File: config.mk
export PLATFORM = sky130hd
export DESIGN_NAME = instr_fetch_unit
export DESIGN_NICKNAME = d
export VERILOG_FILES = /design/src/rtl/instr_fetch_unit.sv
export SDC_FILE = /design/constraint.sdc
export NUM_CORES = 1
export LEC_CHECK = 0
export ABC_AREA = 1
export CAP_MARGIN = 5
export CORE_AREA = 4 4 97 99
export CTS_CLUSTER_DIAMETER = 200
export DETAILED_ROUTE_END_ITERATION = 6
export DIE_AREA = 0 0 101 103
export DONT_BUFFER_PORTS = 1
export GPL_ROUTABILITY_DRIVEN = 0
export PLACE_DENSITY_LB_ADDON = 0.3
export SLEW_MARGIN = 30
export SYNTH_ARGS = -nofsm -noshare
export SYNTH_HDL_FRONTEND = slang
export SYNTH_SLANG_ARGS = --single-unit
File: constraint.sdc
create_clock -name clk -period 6.01 [get_ports clk]
set_clock_uncertainty 0.15 [all_clocks]
set_input_delay 0.3005 -clock clk [delete_from_list [all_inputs] [get_ports clk]]
set_output_delay 0.3005 -clock clk [all_outputs]
set_load 0.005 [all_outputs]
File: src/rtl/instr_fetch_unit.sv
// instr_fetch_unit: fetches 4 bytes per instruction from a byte-wide synchronous memory,
// assembles them big-endian and hands them off over a valid/ready handshake.
module instr_fetch_unit #(
    parameter int ADDR_W = 7,
    parameter logic [31:0] RESET_PC = 32'h0
) (
    input  logic              clk,
    input  logic              rst,
    output logic              mem_en,
    output logic [ADDR_W-1:0] mem_addr,
    input  logic [7:0]        mem_rdata,
    output logic [31:0]       instr,
    output logic [31:0]       pc_out,
    output logic              instr_valid,
    input  logic              instr_ready,
    input  logic              redirect_valid,
    input  logic [31:0]       redirect_pc,
    output logic              done
);
    typedef enum logic [1:0] {FETCH, HOLD, DONE} state_t;
    localparam logic [31:0] LIMIT = 32'((1 << ADDR_W) - 4);
    state_t      state;
    logic [31:0] pc;
    logic [1:0]  cnt;
    logic [1:0]  cap;
    logic        issued;
    logic        tag;
    logic [31:0] new_pc;
    logic [31:0] next_pc;
    assign new_pc   = redirect_pc & ~32'd3;
    assign next_pc  = pc + 32'd4;
    assign mem_en   = (state == FETCH) & ~issued & ~rst;
    assign mem_addr = pc[ADDR_W-1:0] + {{(ADDR_W-2){1'b0}}, cnt};
    assign pc_out   = pc;
    assign done     = state == DONE;
    always_ff @(posedge clk) begin
        if (rst) begin
            pc          <= RESET_PC;
            state       <= (RESET_PC > LIMIT) ? DONE : FETCH;
            cnt         <= '0;
            cap         <= '0;
            issued      <= 1'b0;
            tag         <= 1'b0;
            instr       <= '0;
            instr_valid <= 1'b0;
        end else if (redirect_valid) begin
            // Clearing the tag discards the byte still returning for the aborted fetch
            pc          <= new_pc;
            state       <= (new_pc > LIMIT) ? DONE : FETCH;
            cnt         <= '0;
            cap         <= '0;
            issued      <= 1'b0;
            tag         <= 1'b0;
            instr_valid <= 1'b0;
        end else begin
            case (state)
                FETCH: begin
                    tag <= mem_en;
                    if (mem_en) begin
                        cnt <= cnt + 2'd1;
                        if (cnt == 2'd3) issued <= 1'b1;
                    end
                    if (tag) begin
                        instr <= {instr[23:0], mem_rdata};
                        cap   <= cap + 2'd1;
                        if (cap == 2'd3) begin
                            state       <= HOLD;
                            instr_valid <= 1'b1;
                        end
                    end
                end
                HOLD: begin
                    if (instr_ready) begin
                        pc          <= next_pc;
                        state       <= (next_pc > LIMIT) ? DONE : FETCH;
                        cnt         <= '0;
                        cap         <= '0;
                        issued      <= 1'b0;
                        instr_valid <= 1'b0;
                    end
                end
                default: ;
            endcase
        end
    end
endmodule

==> reports/results.txt <==
# DRC: 0
Power Density: 222.5 mW/mm^2
Hold Buf Count CTS: 40
chip height: 103 microns
vias in the first global route: 3,743
post-synthesis async set-or-reset flop share: 0
Ports: 118
final setup vio count: 0
Hold Violations, Final: 0
Setup TNS: 0 ns
Worst path max stage delay: 0.56 ns
max_cap viols: 0
Post-Route WL: 11,300 microns
IR drop worst, VDD: 0.0001364 V
worst hold path type: in -> reg
unrepaired setup endpoints after global routing: no
n_diodes: 0
total track usage: 0.2185
CP Capture Type: flip-flop
max frequency: 0.3750 GHz
sequential area share after synthesis: 0.3700
starting density of the core: 0.4492
worst skew pair latency: 0.36 ns
critical path's slowest cell: dlygate4sd3_1
layout cells sized above 1: 0.06477
GRT overflow: 0
Final period util: 0.4437
DR pass1 iterations: 5
Final min period: 2.666 ns
clock slew at reported path FFs: 0.09 ns
nets@finish: 676
Inst Count DP: 685
synth cell count leaders: nand2_1, nor2_1, dfxtp_1
top-count cell post-synth: nand2_1
Die Wd: 101 microns
hpwl dp: 8042 microns
Ys Warns: 0
crit-path most repeated cell: nand2_1
Seq cells post-synth: 71
pre-CTS setup slack: 3.501 ns
Cell Count, Final, Fillers Out: 741
# port buffers: 0
library cells used by synthesis: 33
site row count: 34
number of antenna violations at the first check in global routing: 0
Final Util: 0.5199
Die Area: 0.01040 sq mm
fin. max-slew vios: 0
slew margin rel.: 0.4521
Hold Worst Slack: 0.01124 ns
largest net degree at the start of global routing: 36
# resized after CTS: 0
synthesized area: 0.003841 sq mm
DR WL/cell: 15.25 microns
cell-by-cell trace of the critical path: nor2_1 -> nand2_1 -> inv_1 -> nor2_2 -> buf_4 -> nand2_1 -> a31oi_1 -> dlygate4sd3_1
H-Tree Depth: 3
outcome: completed
CTS buffer count: 9
synth top area cells: dfxtp_1, nand2_1, nor2_1
remaining antenna violation count after routing: 0
Max Buffers Root-to-Sink: 2
Area Overhead vs Synth: 15.73%
Critical Path AT: 2.82 ns
Sinks on Clock Net: 71
CTS tree: built
Yosys top cell by area: dfxtp_1
share of the synthesized area in the top cell type: 0.3700
vias per cell: 5.377
first-pass GRT wire length: 18,170 microns
Post-synth top flop: dfxtp_1
Iteration-0 DRC Markers: 198
CTS root buf: clkbuf_8
core area: 0.008551 sq mm
post-CTS setup buffers: 0
Pleak: 1.815 nW
Worst Path Required: 6.17 ns
via count: 3,984
Final Worst Setup Slack: 3.344 ns
critical path fanouts, max: 17
slew at the pin closest to its max-slew limit: 0.8168 ns
number of flops mapped to enable cells by yosys: 0
kind of start point of the critical path: flip-flop
Syn Inst Count: 602
worst setup path class: reg -> reg
Avg Inst Size Synth: 6.381 sq um
## sequential cells by signal (all words and copies together) (netlist names)
signal,count
cap,2
pc_out,30
state,2
issued,1
tag,1
instr_valid,1
instr,32
cnt,2
## metal layers
layer / vias to the layer above / GRT usage / wire length (microns)
met3: 33 / 0.06157 / 986
met1: 1810 / 0.2640 / 4688
met4: 0 / 0.09100 / 381
li1: 1985 / - / -
met5: - / 0 / 0
met2: 156 / 0.3666 / 5241
## critical path, delay by kind of cell (launching register included)
family	cells	cell delay (ns)
and+or+nand+nor	4	0.88
buffers and inverters	3	1.03
DFF	1	0.39
AOI/OAI and AO/OA	1	0.15
## path summary, 6_finish.rpt
kind | from | endpoint | slack, ns | cells past startpoint
setup / recovery | state[1]$_SDFFE_PP0P_ | pc_out[30]$_SDFFE_PP0P_ | 3.34 | 8
hold reg to reg | cap[0]$_SDFFE_PP0P_ | cap[0]$_SDFFE_PP0P_ | 0.32 | 1
setup reg to reg | state[1]$_SDFFE_PP0P_ | pc_out[30]$_SDFFE_PP0P_ | 3.34 | 8
hold / removal | redirect_pc[6] | pc_out[6]$_SDFFE_PP0P_ | 0.01 | 4
## layout make-up
class	count	area (sq um)
Clock inverter	7	66.31
Inverter	38	142.6
Timing Repair Buffer	42	405.4
Clock buffer	9	123.9
Fill cell	870	4105
Sequential cell	71	1421
Tap cell	108	135.1
Multi-Input combinational cell	466	2151
## stage by stage
step / total power, mW / area, sq um
finish: 0.9892 / 4446
global route: 1.040 / 4446
CTS: 0.9980 / 4451
detailed placement: 0.5941 / 3860
global placement: 0.5921 / 3860
floorplan: 0.5826 / 3845
## where the power goes
group          leakage, nW  total (mW)  internal, mW  switching [mW]
Sequential           0.579       0.518         0.488          0.0298
Combinational         1.14      0.0926        0.0427          0.0499
Clock               0.0995       0.379         0.163           0.216
## kinds of logic after synthesis
group                      synth area share
and+or+nand+nor                      0.4101
AOI/OAI and AO/OA                    0.1169
other                             0.0009763
DFF                                  0.3700
xor gates and xnor gates            0.01596
adders and majority gates           0.01303
buffers and inverters               0.07296
## cell usage in the layout, fill, tap and decap left out, drive strengths merged, types with 4 or more instances in the layout
master and n:
xor2 5, o21ai 38, nand3b 9, inv 43
nand2 187, a31oi 26, nand3 27, a21oi 10
nor4 6, ha 4, nor2 136, clkbuf 9
dlygate4sd3 38, dfxtp 71, buf 4
(Power assumes the default switching activity.)
